File: src/rtl/pcs_synchronization.sv
// 1000BASE-X receive synchronization: comma detection, code-group alignment and
// even/odd tracking, with a one-cycle registered copy of each incoming group.
module pcs_synchronization (
  input  logic       gtx_clk,
  input  logic       mr_main_reset,
  input  logic [9:0] rx_code_group,
  output logic [9:0] sync_code_group,
  output logic       rx_even,
  output logic       code_sync_status,
  output logic [3:0] sync_state
);

  localparam logic [3:0] StLossOfSync   = 4'b0001;
  localparam logic [3:0] StCommaDetect  = 4'b0010;
  localparam logic [3:0] StAcquireSync  = 4'b0100;
  localparam logic [3:0] StSyncAcquired = 4'b1000;

  logic [3:0] state_q, state_d;
  logic [9:0] cg_q, cg_d;
  logic       even_q, even_d;
  logic       status_q, status_d;
  logic [1:0] comma_cnt_q, comma_cnt_d;
  logic [1:0] bad_cnt_q, bad_cnt_d;
  logic [1:0] good_cnt_q, good_cnt_d;

  logic [3:0] ones_all;
  logic [2:0] ones_hi;
  logic [2:0] ones_lo;
  logic       is_comma;
  logic       is_valid;
  logic       is_data;
  logic       cg_bad;

  always_comb begin
    ones_hi = '0;
    ones_lo = '0;
    for (int i = 4; i < 10; i++) ones_hi = ones_hi + {2'b00, rx_code_group[i]};
    for (int i = 0; i < 4; i++)  ones_lo = ones_lo + {2'b00, rx_code_group[i]};
    ones_all = {1'b0, ones_hi} + {1'b0, ones_lo};
  end

  assign is_comma = (rx_code_group[9:3] == 7'b0011111) || (rx_code_group[9:3] == 7'b1100000);
  assign is_valid = (ones_all >= 4'd4) && (ones_all <= 4'd6) &&
                    (ones_hi  >= 3'd2) && (ones_hi  <= 3'd4) &&
                    (ones_lo  >= 3'd1) && (ones_lo  <= 3'd3);
  assign is_data  = is_valid && !is_comma;
  // A comma sampled while the current position is even would itself land odd.
  assign cg_bad   = !is_valid || (is_comma && even_q);

  always_comb begin
    state_d     = state_q;
    cg_d        = rx_code_group;
    even_d      = ~even_q;
    status_d    = status_q;
    comma_cnt_d = comma_cnt_q;
    bad_cnt_d   = bad_cnt_q;
    good_cnt_d  = good_cnt_q;

    case (state_q)
      StLossOfSync: begin
        if (is_comma) begin
          state_d     = StCommaDetect;
          comma_cnt_d = 2'd1;
          even_d      = 1'b1;
        end
      end

      StCommaDetect: begin
        even_d = 1'b0;
        if (is_data && (comma_cnt_q == 2'd3)) begin
          state_d    = StSyncAcquired;
          status_d   = 1'b1;
          bad_cnt_d  = 2'd0;
          good_cnt_d = 2'd0;
        end else if (is_data) begin
          state_d = StAcquireSync;
        end else begin
          state_d     = StLossOfSync;
          comma_cnt_d = 2'd0;
        end
      end

      StAcquireSync: begin
        if (!is_valid || (is_comma && even_q)) begin
          state_d     = StLossOfSync;
          comma_cnt_d = 2'd0;
        end else if (is_comma) begin
          state_d = StCommaDetect;
          even_d  = 1'b1;
          if (comma_cnt_q != 2'd3) comma_cnt_d = comma_cnt_q + 2'd1;
        end
      end

      StSyncAcquired: begin
        if (cg_bad) begin
          good_cnt_d = 2'd0;
          if (bad_cnt_q == 2'd3) begin
            state_d     = StLossOfSync;
            status_d    = 1'b0;
            comma_cnt_d = 2'd0;
            bad_cnt_d   = 2'd0;
          end else begin
            bad_cnt_d = bad_cnt_q + 2'd1;
          end
        end else if (bad_cnt_q != 2'd0) begin
          // Four consecutive good groups retire one bad group.
          if (good_cnt_q == 2'd3) begin
            bad_cnt_d  = bad_cnt_q - 2'd1;
            good_cnt_d = 2'd0;
          end else begin
            good_cnt_d = good_cnt_q + 2'd1;
          end
        end
      end

      default: begin
        state_d     = StLossOfSync;
        even_d      = 1'b0;
        status_d    = 1'b0;
        comma_cnt_d = 2'd0;
        bad_cnt_d   = 2'd0;
        good_cnt_d  = 2'd0;
      end
    endcase
  end

  always_ff @(posedge gtx_clk or negedge mr_main_reset) begin
    if (!mr_main_reset) begin
      state_q     <= StLossOfSync;
      cg_q        <= '0;
      even_q      <= 1'b0;
      status_q    <= 1'b0;
      comma_cnt_q <= 2'd0;
      bad_cnt_q   <= 2'd0;
      good_cnt_q  <= 2'd0;
    end else begin
      state_q     <= state_d;
      cg_q        <= cg_d;
      even_q      <= even_d;
      status_q    <= status_d;
      comma_cnt_q <= comma_cnt_d;
      bad_cnt_q   <= bad_cnt_d;
      good_cnt_q  <= good_cnt_d;
    end
  end

  assign sync_code_group  = cg_q;
  assign rx_even          = even_q;
  assign code_sync_status = status_q;
  assign sync_state       = state_q;

endmodule

File: config.mk
export PLATFORM = sky130hd
export DESIGN_NAME = pcs_synchronization
export DESIGN_NICKNAME = d
export VERILOG_FILES = /design/src/rtl/pcs_synchronization.sv
export SDC_FILE = /design/constraint.sdc
export NUM_CORES = 1
export LEC_CHECK = 0
export CORE_MARGIN = 2
export CORE_UTILIZATION = 36
export DETAILED_ROUTE_END_ITERATION = 6
export SETUP_SLACK_MARGIN = 0.15
export SLEW_MARGIN = 15
export SYNTH_ARGS = -nofsm -noshare
export SYNTH_HDL_FRONTEND = slang
export SYNTH_SLANG_ARGS = --single-unit
File: constraint.sdc
create_clock -name gtx_clk -period 5.5 [get_ports gtx_clk]
set_input_delay 1.1 -clock gtx_clk [delete_from_list [all_inputs] [get_ports gtx_clk]]
set_output_delay 1.1 -clock gtx_clk [all_outputs]
set_load 0.02 [all_outputs]
# After elaboration in Yosys (flattened, before gate mapping)
# Cells that the tools add are included.
# totals
wordCells,100
output_inout_bits,16
in_bits,12
register_bits,22
# op_classes
addsub,13
bitwise,2
n_eq_ne,20
muxes,33
order_cmp,6
n_reduce_logical,19
# op_table
cell,n
2-bit 2-to-1 mux,16
4-bit 2-to-1 mux,5
4-bit case mux with 4 select lines,1
2-bit inequality test (second input constant),7
3-bit by 1-bit adder with 3-bit output,4
3-bit inequality test (second input constant),4
2-bit case mux with 3 select lines,2
1-bit logical AND,8
2-bit case mux with 4 select lines,1
4-bit AND reduction,2
7-bit by 5-bit equality test with 1-bit output (second input constant),1
7-bit equality test (second input constant),1
7-bit AND reduction,1
2-bit by 1-bit adder with 2-bit output (second input constant),3
2-bit by 1-bit adder with 3-bit output,2
2-bit equality test (second input constant),3
1-bit case mux with 3 select lines,2
1-bit 2-to-1 mux,5
1-bit by 1-bit adder with 2-bit output,2
3-bit by 3-bit adder with 4-bit output,1
4-bit by 1-bit equality test with 1-bit output (second input constant),1
4-bit by 2-bit equality test with 1-bit output (second input constant),1
4-bit by 3-bit equality test with 1-bit output (second input constant),1
4-bit equality test (second input constant),1
other kinds (15),18

# Logic depth before layout (Yosys ltp)
# Gate-level depths: netlist (run 1).
# logic_depth
word_depth,16
mapped_depth,13
depth_no_buf,13

# Worst setup path after synthesis (run 1)
# No wires, ideal clock.
# synth_path
kind,input-to-reg
start,in rx_code_group[4]
end,reg status_q (netlist: code_sync_status)
t_required_ns,5.372
arrival_time_ns,4.662
path_stages,13
setup_time_ns,0.128
setup_slack_ns,0.711
path_cell_list,fa_1 > inv_1 > fa_1 > inv_1 > ha_1 > fa_1 > fa_1 > a211o_1 > a221oi_4 > and2_4 > a41oi_4 > a21oi_1 > mux2_1
# synth_between
elab_chain_len,16
elab_cells_between_ends,27
classes_between,add/sub (6); order compare (4); eq/ne (4); reduce/logical (13)
# synth_lines
element,line_no,rtl
start: declaration,6,"input logic [9:0] rx_code_group,"
1-bit by 1-bit adder with 2-bit output,37,"for (int i = 4; i < 10; i++) ones_hi = ones_hi + {2'b00, rx_code_group[i]};"
2-bit by 1-bit adder with 3-bit output,37,
3-bit by 1-bit adder with 3-bit output (3 in series),37,
3-bit by 3-bit adder with 4-bit output,39,"ones_all = {1'b0, ones_hi} + {1'b0, ones_lo};"
4-bit by 3-bit greater-or-equal comparator with 1-bit output or 4-bit by 3-bit less-or-equal comparator with 1-bit output (tied branches),43,assign is_valid = (ones_all >= 4'd4) && (ones_all <= 4'd6) &&
1-bit logical AND (2 in series),43,
1-bit logical AND (2 in series),44,(ones_hi >= 3'd2) && (ones_hi <= 3'd4) &&
1-bit logical AND,45,(ones_lo >= 3'd1) && (ones_lo <= 3'd3);
1-bit zero test or 1-bit logical AND (tied branches),"48, 46",
1-bit logical OR or 1-bit logical AND (tied branches),"48, 70",
2-bit inequality test (no line),-,
4-bit AND reduction (no line) (*),-,
end signal: assignment,140,status_q <= status_d;
end: declaration,21,"logic status_q, status_d;"
# Mark *: on every way between the ends. The rest lies on a longest branch, timed or not.
# A chain may end at the register's enable or synchronous reset.

# Worst setup path after layout (run 1)
# Ends and elaborated chain as after synthesis.

==> flow_summary.json, run 1 <==
{
  "vias": 1100,
  "grtUsageTotal": 0.1520,
  "cp_max_fo": 4,
  "utilization": 0.4663,
  "synth_seq_cells": 22,
  "vias_per_cell": 5.288,
  "drc_errors": 0,
  "synth_area_leaders": "dfrtp_1 (36%), ha_1 (9.4%), fa_1 (6.8%)",
  "synth_ff_type": "dfrtp_1",
  "status": "finished clean",
  "antenna_left": 0,
  "required_ns": 5.65,
  "setup_ws_ns": 0.3272,
  "globalRouteOverflowTotal": 0,
  "totalWireLength_um": 2980,
  "fin_worst_skew_ns": 0.007130,
  "clkTransAtPathRegs_ns": 0.08,
  "wl_per_cell_um": 14.33,
  "peakVddDrop_mv": 0.1069,
  "end_kind": "flip-flop",
  "pre_cts_slack_ns": -0.01450,
  "async_flop_share": 1.000,
  "synth-edff-count": 0,
  "yosysWarnings": 0,
  "finalMaxSlewViolations": 0,
  "hold_violations": 0,
  "dpl.hpwl_um": 2365,
  "area_growth_pct": 26.06,
  "cts_resized": 0,
  "final_cell_mix": "clkdlybuf4s50_1 (26), dfrtp_1 (21), inv_1 (16)",
  "clkLatencyLatePin_ns": 0.27,
  "max_slew_margin": 0.6068,
  "cts-buffers-inserted": 3,
  "swShare": 0.3527,
  "min_period_over_period": 0.9405,
  "grt_max_degree": 23,
  "start_kind": "input port",
  "synth-seq-area-share": 0.3756,
  "firstDrtPassIters": 4,
  "comb_power_share": 0.421,
  "cts_buffer_depth": 2,
  "io_pins": 28,
  "cts_tree": "yes",
  "antenna_found_initial": 0,
  "holdCritPathClass": "flip-flop to flip-flop",
  "drive_above_1_share": 0.1646,
  "start_util": 0.3699,
  "antennaDiodeCount": 0,
  "power.total_w": 0.0005386,
  "synth_top_cell_area_share": 0.3578,
  "final_common_cell": "clkdlybuf4s50_1",
  "timing.hold.ws_ns": 0.4879,
  "power_density_nw_per_um2": 290.9,
  "fmax_mhz": 193.3,
  "cts.sinks": 22,
  "design_area_um2": 1852,
  "syn_nets": 157,
  "die_area_um2": 4607,
  "switching_power_w": 0.0001900,
  "place.gp.congestion": 0.8271,
  "worstPathArrival_ns": 5.33,
  "setup_viol": 0,
  "row_count": 23,
  "final_net_count": 187,
  "avgSynthCellArea_um2": 11.39,
  "fp.dieW_um": 67.88,
  "port_buffers": 27,
  "htree_levels": 1,
  "power_frac_seq": 0.362,
  "syn-cell-area_um2": 1469,
  "power.share.clock": 0.217,
  "synth_cell_types": 49,
  "grt_pass1_vias": 1109,
  "synth_top_area_cell": "dfrtp_1",
  "post_cts_buffers": 0,
  "crit_type": "input port to flip-flop",
  "worst_pin_slew_ns": 0.5853,
  "leakage_nw": 0.8099,
  "min_period_ns": 5.173,
  "core-area_um2": 3971,
  "cts_root_buf": "clkbuf_8",
  "placed_area_um2": 1794,
  "drt_iter0_markers": 32,
  "hold_buffers": 0,
  "syn_inst": 129,
  "grt_setup_unrepaired": "false",
  "cap_violations": 0,
  "die_y_um": 67.88,
  "intPower_w": 0.0003486,
  "grt_pass1_wl_um": 5230
}
==> state kept, by name, summed over array words and instances, names as in the netlist <==
name              count
sync_state            4
code_sync_status      1
bad_cnt_q             2
rx_even               1
good_cnt_q            2
comma_cnt_q           2
sync_code_group      10
==> synth_stat cells (3+ instances only) <==
cell / n
nor2_1: 6
nand2_1: 4
nand2b_1: 5
ha_1: 11
a21oi_1: 3
fa_1: 5
dfrtp_1: 21
a31oi_1: 3
nor3_1: 4
inv_1: 16
==> per-layer routing <==
layer,vias up,routed length (um),global-route usage
li1,525,-,-
met1,540,1355,0.2006
met2,31,1449,0.2561
met3,4,151,0.02632
met4,0,23,0.04500
met5,-,0,0
==> final cells by class <==
class / count / area (um2)
clock buffer: 4 / 55.05
fill: 363 / 2120
inverter: 16 / 60.06
multi-input combinational: 88 / 849.6
sequential: 22 / 551.8
tap: 50 / 62.56
timing repair buffer: 28 / 272.8
==> worst paths after layout <==
path                                                 to  slack, ns  cells past startpoint                    startpoint
min in group asynchronous             rx_even$_DFF_PN0_       0.79                      1                 mr_main_reset
hold / removal             code_sync_status$_DFFE_PN0P_       0.49                      1  code_sync_status$_DFFE_PN0P_
hold reg to reg            code_sync_status$_DFFE_PN0P_       0.49                      1  code_sync_status$_DFFE_PN0P_
setup / recovery           code_sync_status$_DFFE_PN0P_       0.33                     14              rx_code_group[4]
setup reg to reg           code_sync_status$_DFFE_PN0P_       3.49                      5     sync_state[0]$_DFFE_PN1P_
max in group asynchronous     sync_state[0]$_DFFE_PN1P_       4.36                      1                 mr_main_reset
==> power groups by stage <==
stage	Sequential (W)	Clock (W)	Combinational, W
final	0.000195	0.000117	0.000227
after global routing	0.000198	0.000129	0.000252
after CTS	0.000195	0.000119	0.000227
after detailed placement	0.000198	0	0.000226
after global placement	0.000198	0	0.000219
after floorplan	0.000202	0	0.000156
==> cells by family after synthesis <==
family,Yosys count,synth area share
xor+xnor,1,0.005964
compound gates,27,0.1687
fa+ha+maj,16,0.1618
flops,22,0.3756
mux,4,0.03236
buf+inv,19,0.05111
simple gates,40,0.2044
==> per-stage QoR <==
step,instances,setup TNS (ns)
5_1_grt,208,0
6_report,208,0
3_5_place_dp,204,-0.01450
4_1_cts,208,0
2_1_floorplan,129,0
3_3_place_gp,204,0
==> worst max-delay path: stages <==
cell,delay [ns]
clkdlybuf4s50_1,0.49
fa_1,0.56
inv_1,0.05
fa_1,0.47
inv_1,0.05
ha_1,0.19
fa_2,0.59
fa_1,0.40
a211o_1,0.33
a221oi_4,0.25
and2_4,0.22
a41oi_4,0.13
a21oi_1,0.18
mux2_1,0.33
No activity file was read; power rests on OpenSTA's default activity.
==> inputs of run 2 (changes only) <==
--- a/config.mk
+++ b/config.mk
@@ -8,6 +8,7 @@
 export CORE_MARGIN = 2
 export CORE_UTILIZATION = 36
 export DETAILED_ROUTE_END_ITERATION = 6
+export GPL_ROUTABILITY_DRIVEN = 1
 export SETUP_SLACK_MARGIN = 0.15
 export SLEW_MARGIN = 15
 export SYNTH_ARGS = -nofsm -noshare
==> constraint.sdc (replaced) <==
create_clock -name gtx_clk -period 5.5 [get_ports gtx_clk]
set_input_delay 0.825 -clock gtx_clk [delete_from_list [all_inputs] [get_ports gtx_clk]]
set_output_delay 0.825 -clock gtx_clk [all_outputs]
set_load 0.02 [all_outputs]
==> run 2 against run 1 <==
Effect of this change: sequential share of layout area rose by 0.24 points; largest power group unchanged; die area did not move; via count did not move; clock power barely moved; routed wire length rose by 1.9%; critical path depth did not move; combinational power barely moved; final area fell by 0.81%; core utilization fell by 0.38 points; final cell count fell by 0.48%.
==> flow_summary.json, run 2 (same netlist as run 1, synthesis figures left out) <==
{
  "end_kind": "flip-flop",
  "switching_power_w": 0.0001918,
  "worstPathArrival_ns": 5.10,
  "pre_cts_slack_ns": 0.2585,
  "fill_cells": 380,
  "comb_power_share": 0.417,
  "leakage_nw": 0.8064,
  "vias": 1100,
  "grt_max_degree": 23,
  "area_growth_pct": 25.04,
  "grt_pass1_wl_um": 5395,
  "final_net_count": 186,
  "path_delay_family": "adder cells",
  "max_slew_margin": 0.6271,
  "timing.setup.tns_ns": 0,
  "place.gp.congestion": 0.8249,
  "antenna_left": 0,
  "critPathSlowestCell": "fa_1",
  "max_stage_delay_ns": 0.56,
  "intPower_w": 0.0003479,
  "crit_type": "input port to flip-flop",
  "peakVddDrop_mv": 0.09597,
  "vias_per_cell": 5.314,
  "cts-buffers-inserted": 3,
  "clkLatencyLatePin_ns": 0.27,
  "hold_violations": 0,
  "final_common_cell": "clkdlybuf4s50_1",
  "power.share.clock": 0.220,
  "place_inst": 203,
  "status": "finished clean",
  "cp.buffers_inverters": 3,
  "finalMaxSlewViolations": 0,
  "cts_tree": "yes",
  "cts_buffer_depth": 2,
  "setup_viol": 0,
  "largest_reg_flops": 10,
  "setup_ws_ns": 0.5585,
  "die_area_um2": 4607,
  "io_pins": 28,
  "holdCritPathClass": "flip-flop to flip-flop",
  "grt_pass1_vias": 1131,
  "core-area_um2": 3971,
  "drc_errors": 0,
  "firstDrtPassIters": 4,
  "htree_levels": 1,
  "row_count": 23,
  "start_util": 0.3699,
  "grt_setup_unrepaired": "false",
  "instances_no_fill": 207,
  "power_density_nw_per_um2": 293.8,
  "worst_pin_slew_ns": 0.5516,
  "drt_iter0_markers": 23,
  "antenna_found_initial": 0,
  "port_buffers": 27,
  "crit_path_frequent_cell": "fa_1",
  "swShare": 0.3554,
  "cp_max_fo": 4,
  "start_kind": "input port",
  "cts_resized": 0,
  "cts.sinks": 22,
  "die_y_um": 67.88,
  "power_frac_seq": 0.362,
  "required_ns": 5.66,
  "fin_worst_skew_ns": 0.007657,
  "clkTransAtPathRegs_ns": 0.08,
  "worstPathCellList": "clkdlybuf4s50_1 -> fa_1 -> inv_1 -> fa_1 -> inv_1 -> ha_1 -> fa_1 -> fa_1 -> a211o_1 -> a221oi_4 -> and2_4 -> a41oi_4 -> a21oi_1 -> mux2_1",
  "fmax_mhz": 202.4,
  "drive_above_1_share": 0.1465,
  "totalWireLength_um": 3038,
  "min_period_over_period": 0.8985,
  "hold_buffers": 0,
  "post_cts_buffers": 0,
  "min_period_ns": 4.942,
  "antennaDiodeCount": 0,
  "grtUsageTotal": 0.1596,
  "fp.dieW_um": 67.88,
  "cts_root_buf": "clkbuf_8",
  "wl_per_cell_um": 14.68,
  "globalRouteOverflowTotal": 0,
  "final_cell_mix": "clkdlybuf4s50_1 (26), dfrtp_1 (21), inv_1 (16)",
  "cap_violations": 0,
  "dpl.hpwl_um": 2424
}
-- run 2: final cells by class --
type	instances	area (um2)	area share
multi-input combinational	88	842.1	0.4584
inverter	16	60.06	0.03270
timing repair buffer	27	265.3	0.1444
sequential	22	551.8	0.3004
tap	50	62.56	0.03406
clock buffer	4	55.05	0.02997
-- run 2: stage by stage --
step | hold WS [ns] | area (um2) | util | power, W
detailed placement | 0.4805 | 1787 | 0.4499 | 0.0004266
finish | 0.4925 | 1837 | 0.4625 | 0.0005396
CTS | 0.4995 | 1842 | 0.4638 | 0.0005478
floorplan | 0.4700 | 1469 | - | 0.0003582
global placement | 0.4793 | 1787 | 0.4499 | 0.0004172
global route | 0.5134 | 1837 | 0.4625 | 0.0005826
-- run 2: routing by layer --
metal,vias up,wire length (um),GRT usage
met5,-,0,0
met2,27,1514,0.2635
met3,7,127,0.02961
met1,540,1327,0.2000
met4,0,68,0.08000
li1,526,-,-
-- run 2: worst paths after layout --
path,startpoint,end,slack (ns),cells after the start
min reg2reg,code_sync_status$_DFFE_PN0P_,code_sync_status$_DFFE_PN0P_,0.49,1
max,rx_code_group[4],code_sync_status$_DFFE_PN0P_,0.56,14
max reg2reg,sync_state[0]$_DFFE_PN1P_,code_sync_status$_DFFE_PN0P_,3.50,5
max in group asynchronous,mr_main_reset,sync_state[0]$_DFFE_PN1P_,4.64,1
min,code_sync_status$_DFFE_PN0P_,code_sync_status$_DFFE_PN0P_,0.49,1
min in group asynchronous,mr_main_reset,code_sync_status$_DFFE_PN0P_,0.51,1
-- run 2: worst reg2reg max path, cell delays in order, from the launching register on --
cell and delay (ns):
dfstp_2 0.64, nor4b_4 0.41, nor2_1 0.16, a41oi_4 0.27, a21oi_1 0.08, mux2_1 0.33
-- run 2: power by group through the flow --
stage	sequential, W	combinational [W]	clock [W]
2_1_floorplan	0.000202	0.000156	0
3_3_place_gp	0.000198	0.000219	0
3_5_place_dp	0.000199	0.000227	0
4_1_cts	0.000196	0.000228	0.000123
5_1_grt	0.000199	0.000255	0.000129
6_report	0.000196	0.000225	0.000119
